`config.mk`:
```
export PLATFORM = sky130hd
export DESIGN_NAME = sync_fifo_slave
export DESIGN_NICKNAME = d
export VERILOG_FILES = /design/src/rtl/sync_fifo_slave.sv
export SDC_FILE = /design/constraint.sdc
export NUM_CORES = 1
export LEC_CHECK = 0
export ABC_AREA = 1
export BUFFER_PORTS_ARGS = -buffer_cell sky130_fd_sc_hd__buf_2
export CAP_MARGIN = 20
export CORE_MARGIN = 3
export CORE_UTILIZATION = 66
export CTS_CLUSTER_SIZE = 16
export DETAILED_ROUTE_END_ITERATION = 12
export PLACE_DENSITY = 0.81
export SLEW_MARGIN = 5
export SYNTH_ARGS = -nofsm -noshare
export SYNTH_HDL_FRONTEND = slang
export SYNTH_SLANG_ARGS = --single-unit
```
`constraint.sdc`:
```
create_clock -name clk -period 5.3 [get_ports clk]
set_clock_uncertainty 0.05 [all_clocks]
set_input_delay 1.06 -clock clk [delete_from_list [all_inputs] [get_ports clk]]
set_output_delay 1.06 -clock clk [all_outputs]
set_load 0.02 [all_outputs]
```
`src/rtl/sync_fifo_slave.sv`:
```
// sync_fifo_slave: single-clock responder-side FIFO with occupancy flags
// and a one-cycle error pulse for illegal push/pop requests.
module sync_fifo_slave #(
   parameter int WIDTH        = 32,
   parameter int BIT_DEPTH    = 4,
   parameter int FULL         = 2**BIT_DEPTH,
   parameter int ALMOST_FULL  = 3*FULL/4,
   parameter int ALMOST_EMPTY = FULL/4
) (
   input  logic             clk,
   input  logic             reset_n,
   input  logic             push,
   input  logic             pop,
   input  logic [WIDTH-1:0] data_in,
   output logic [WIDTH-1:0] data_out,
   output logic             full,
   output logic             almost_full,
   output logic             almost_empty,
   output logic             empty,
   output logic             error
);

   localparam logic [BIT_DEPTH:0] C_FULL = (BIT_DEPTH+1)'(FULL);
   localparam logic [BIT_DEPTH:0] C_AF   = (BIT_DEPTH+1)'(ALMOST_FULL);
   localparam logic [BIT_DEPTH:0] C_AE   = (BIT_DEPTH+1)'(ALMOST_EMPTY);

   logic [WIDTH-1:0]     r_mem [FULL];
   logic [BIT_DEPTH-1:0] r_wr_ptr;
   logic [BIT_DEPTH-1:0] r_rd_ptr;
   logic [BIT_DEPTH:0]   r_count;
   logic [WIDTH-1:0]     r_data_out;
   logic                 r_error;

   logic w_pop_ok;
   logic w_push_ok;
   logic w_illegal;

   // Acceptance depends only on push/pop and count, never on data_in, so an
   // X data word cannot leak into the flags or the error pulse. A push at
   // full is legal only when a pop frees the head slot on the same edge.
   always_comb begin
      w_pop_ok  = pop && (r_count != '0);
      w_push_ok = push && ((r_count != C_FULL) || w_pop_ok);
      w_illegal = (push && !w_push_ok) || (pop && !w_pop_ok);
   end

   // Storage write; not reset, contents are don't-care until pushed.
   always_ff @(posedge clk) begin
      if (w_push_ok && reset_n)
         r_mem[r_wr_ptr] <= data_in;
   end

   // Pointers wrap naturally at FULL since the depth is a power of two.
   always_ff @(posedge clk or negedge reset_n) begin
      if (!reset_n) begin
         r_wr_ptr <= '0;
         r_rd_ptr <= '0;
      end else begin
         if (w_push_ok) r_wr_ptr <= r_wr_ptr + 1'b1;
         if (w_pop_ok)  r_rd_ptr <= r_rd_ptr + 1'b1;
      end
   end

   // Occupancy: simultaneous accepted push and pop leave it unchanged.
   always_ff @(posedge clk or negedge reset_n) begin
      if (!reset_n) begin
         r_count <= '0;
      end else begin
         case ({w_push_ok, w_pop_ok})
            2'b10:   r_count <= r_count + 1'b1;
            2'b01:   r_count <= r_count - 1'b1;
            default: r_count <= r_count;
         endcase
      end
   end

   // Registered read data (holds when no legal pop) and error pulse.
   always_ff @(posedge clk or negedge reset_n) begin
      if (!reset_n) begin
         r_data_out <= '0;
         r_error    <= 1'b0;
      end else begin
         if (w_pop_ok) r_data_out <= r_mem[r_rd_ptr];
         r_error <= w_illegal;
      end
   end

   // Flags decode the registered count only.
   always_comb begin
      empty        = (r_count == '0);
      full         = (r_count == C_FULL);
      almost_full  = (r_count >= C_AF);
      almost_empty = (r_count != '0) && (r_count <= C_AE);
   end

   assign data_out = r_data_out;
   assign error    = r_error;

endmodule

```
==> run metrics <==
TritonRoute pass-1 iters=5; post-route setup TNS=0 ns; clk_lat worst skew=0.59 ns; Via density=6.12; Post-synth EDFFs=512; postcts setup bufs=0; share of layout cells above drive strength 1=0.104; Post-route DRC=0; Tot GR Track Use=0.294; # hold bufs at CTS=0; max_cap viols=0; synth warn=0; Die Y=191 um; crit path max fanout=19; sequential fraction of design power=0.394; Synth top area share=0.677; WL/cell=21.8 um; synthesized instance count=1928; Starting Density=0.674; detailed placement HPWL=27600 um; cts repair resizes=0; synth top area cells=edfxtp_1 68%, nand2_1 13%, nand3_1 8.6%; final hold violations=0; crit path capture type=flip-flop; vias in the first global route=14800; clock power share=0.285; Sw Share=0.362; Startpoint Class=flip-flop; CTS buffer count=54; CTS tree=built; initial antenna violation count=0; clock root cell=clkbuf_16; combinational group share of total power=0.321; H-tree depth=2; syn nets=1974; fill cell total of the finished layout=2014; Routability Congestion=0.800; Detailed Route Iter0 Violations=2060; period utilization=0.550; fmax=343 MHz; library cells used by synthesis=32; Worst Hold Class=reg2reg; Worst-path clk slew=0.06 ns; Rel. slew slack=-0.0185; clock sink count=558; Routed Antenna Nets=0; slew of the pin with the lowest slew margin=1.53 ns; WP data arrival=3.14 ns; Port Buffers=72; CP required=5.53 ns; Nets=2018; Area Growth Syn to Fin=11.3%; num rows=67; sequential-to-total area share from yosys stat=0.728; GRT overflow=0; CP Class=reg2reg; core area=33700 um^2; Total Power=13700 uW; ys flop type=edfxtp_1; post-layout min period=2.92 ns; syn_area_per_cell=11.8 um^2; RSZ-0062 raised after global routing=false; failing checks=max-slew violations; clock buffer depth=3; Antenna Cells=0; Seq cells post-synth=558; maximum VDD drop=708 uV; die area=36700 um^2; Top Ports=73; pwr dens=543 nW/um^2; Setup Viol. Count Final=0; asr flop ratio synth=0.0824; status=complete, but fails checks; Leakage=0.00963 uW; first-pass GRT wire length=81800 um; Routed WL=53800 um; Slew Viols, Final=73; Yosys top cell by area=edfxtp_1; largest net degree at the start of global routing=259; NetSw=4970 uW; internal power=8760 uW; mapped cell area=22700 um^2; vias=15100; Die W=191 um
final timing paths:
kind | from | endpoint | slack [ns] | depth (start not counted)
worst min-delay path | data_out[26]$_DFFE_PN0P_ | data_out[26]$_DFFE_PN0P_ | 0.43 | 2
max in group asynchronous | reset_n | r_rd_ptr[0]$_DFFE_PN0P_ | 3.94 | 2
min in group asynchronous | reset_n | data_out[7]$_DFFE_PN0P_ | 0.69 | 2
worst max register to register | r_count[0]$_DFFE_PN0P_ | r_mem[12][19]$_DFFE_PP_ | 2.38 | 7
worst min register to register | data_out[26]$_DFFE_PN0P_ | data_out[26]$_DFFE_PN0P_ | 0.43 | 2
worst max-delay path | r_count[0]$_DFFE_PN0P_ | r_mem[12][19]$_DFFE_PP_ | 2.38 | 7
cells in the mapped netlist, types with 3 or more instances:
| cell | instances |
|---|---|
| nand3_1 | 391 |
| inv_1 | 14 |
| ha_1 | 9 |
| xor2_1 | 6 |
| edfxtp_1 | 512 |
| buf_6 | 26 |
| nand2_1 | 791 |
| clkbuf_1 | 12 |
| nor2_1 | 21 |
| buf_1 | 3 |
| dfrtp_1 | 46 |
| buf_2 | 52 |
| buf_4 | 18 |
| o21ai_0 | 5 |
through the flow:
stage                     worst slack [ns]  hold WS (ns)   util  cell area [um^2]  std cells
final                                 2.38         0.426  0.750             25300       2463
after global placement                1.90         0.410  0.685             23100       2349
after CTS                             2.44         0.431  0.743             25000       2454
after detailed placement              1.87         0.414  0.689             23200       2355
after floorplan                       1.92         0.455      -             22700       1928
after global routing                  2.21         0.450  0.750             25300       2463
power by group through the flow:
stage          registers, uW  clock network [uW]  logic [uW]
2_1_floorplan           5530                   0        3180
3_3_place_gp            5480                   0        4100
3_5_place_dp            5490                   0        4240
4_1_cts                 5410                3930        4310
5_1_grt                 5440                4110        4870
6_report                5410                3910        4410
cell usage in the layout (no fill, tap or decap), drive strengths merged:
cell,n
nor3,1
o22ai,2
nand2,793
a31oi,1
xor2,6
buf,101
nor2,22
clkbuf,76
clkinvlp,1
fa,1
inv,19
a21oi,3
edfxtp,512
o21ai,5
xnor2,2
bufinv,6
ha,9
nor4,1
o21bai,1
dfrtp,46
clkinv,15
nand3,391
a21boi,1
routing by layer:
| metal | track usage | vias to the layer above | wire [um] | part of all wire |
|---|---|---|---|---|
| li1 | - | 6744 | - | - |
| met2 | 0.486 | 929 | 26600 | 0.49 |
| met1 | 0.396 | 7267 | 20200 | 0.38 |
| met3 | 0.0457 | 131 | 5160 | 0.096 |
| met5 | 0 | - | 0 | 0 |
| met4 | 0.122 | 0 | 1780 | 0.033 |
cell type report:
| class | instances | area (um^2) | area share |
|---|---|---|---|
| well taps | 448 | 561 | 0.0222 |
| clock buffers | 76 | 1550 | 0.0613 |
| clock inverters | 23 | 272 | 0.0107 |
| inverters | 18 | 75.1 | 0.00297 |
| flip-flops and latches | 558 | 16500 | 0.655 |
| repair buffers | 101 | 823 | 0.0326 |
| multi-input cells | 1239 | 5450 | 0.216 |
state kept, by name (all words and copies together) (netlist names):
| signal | cells |
|---|---|
| r_mem | 512 |
| data_out | 32 |
| r_count | 5 |
| r_rd_ptr | 4 |
| r_wr_ptr | 4 |
| error | 1 |
logic make-up after synthesis:
group / Yosys count / share of synthesized area
simple gates: 1208 / 0.222
flops: 558 / 0.728
buf+inv: 131 / 0.0375
compound gates: 13 / 0.00342
fa+ha+maj: 10 / 0.00584
xor+xnor: 8 / 0.00309
worst max-delay path: stages (launching register included):
cell	delay, ns
dfrtp_1	0.45
nor2_2	0.06
nand2_1	0.10
nor3_2	0.07
a21oi_2	0.37
nand2_1	0.39
nor2_4	0.72
buf_4	0.38
Power figures use the tool's default switching activity.
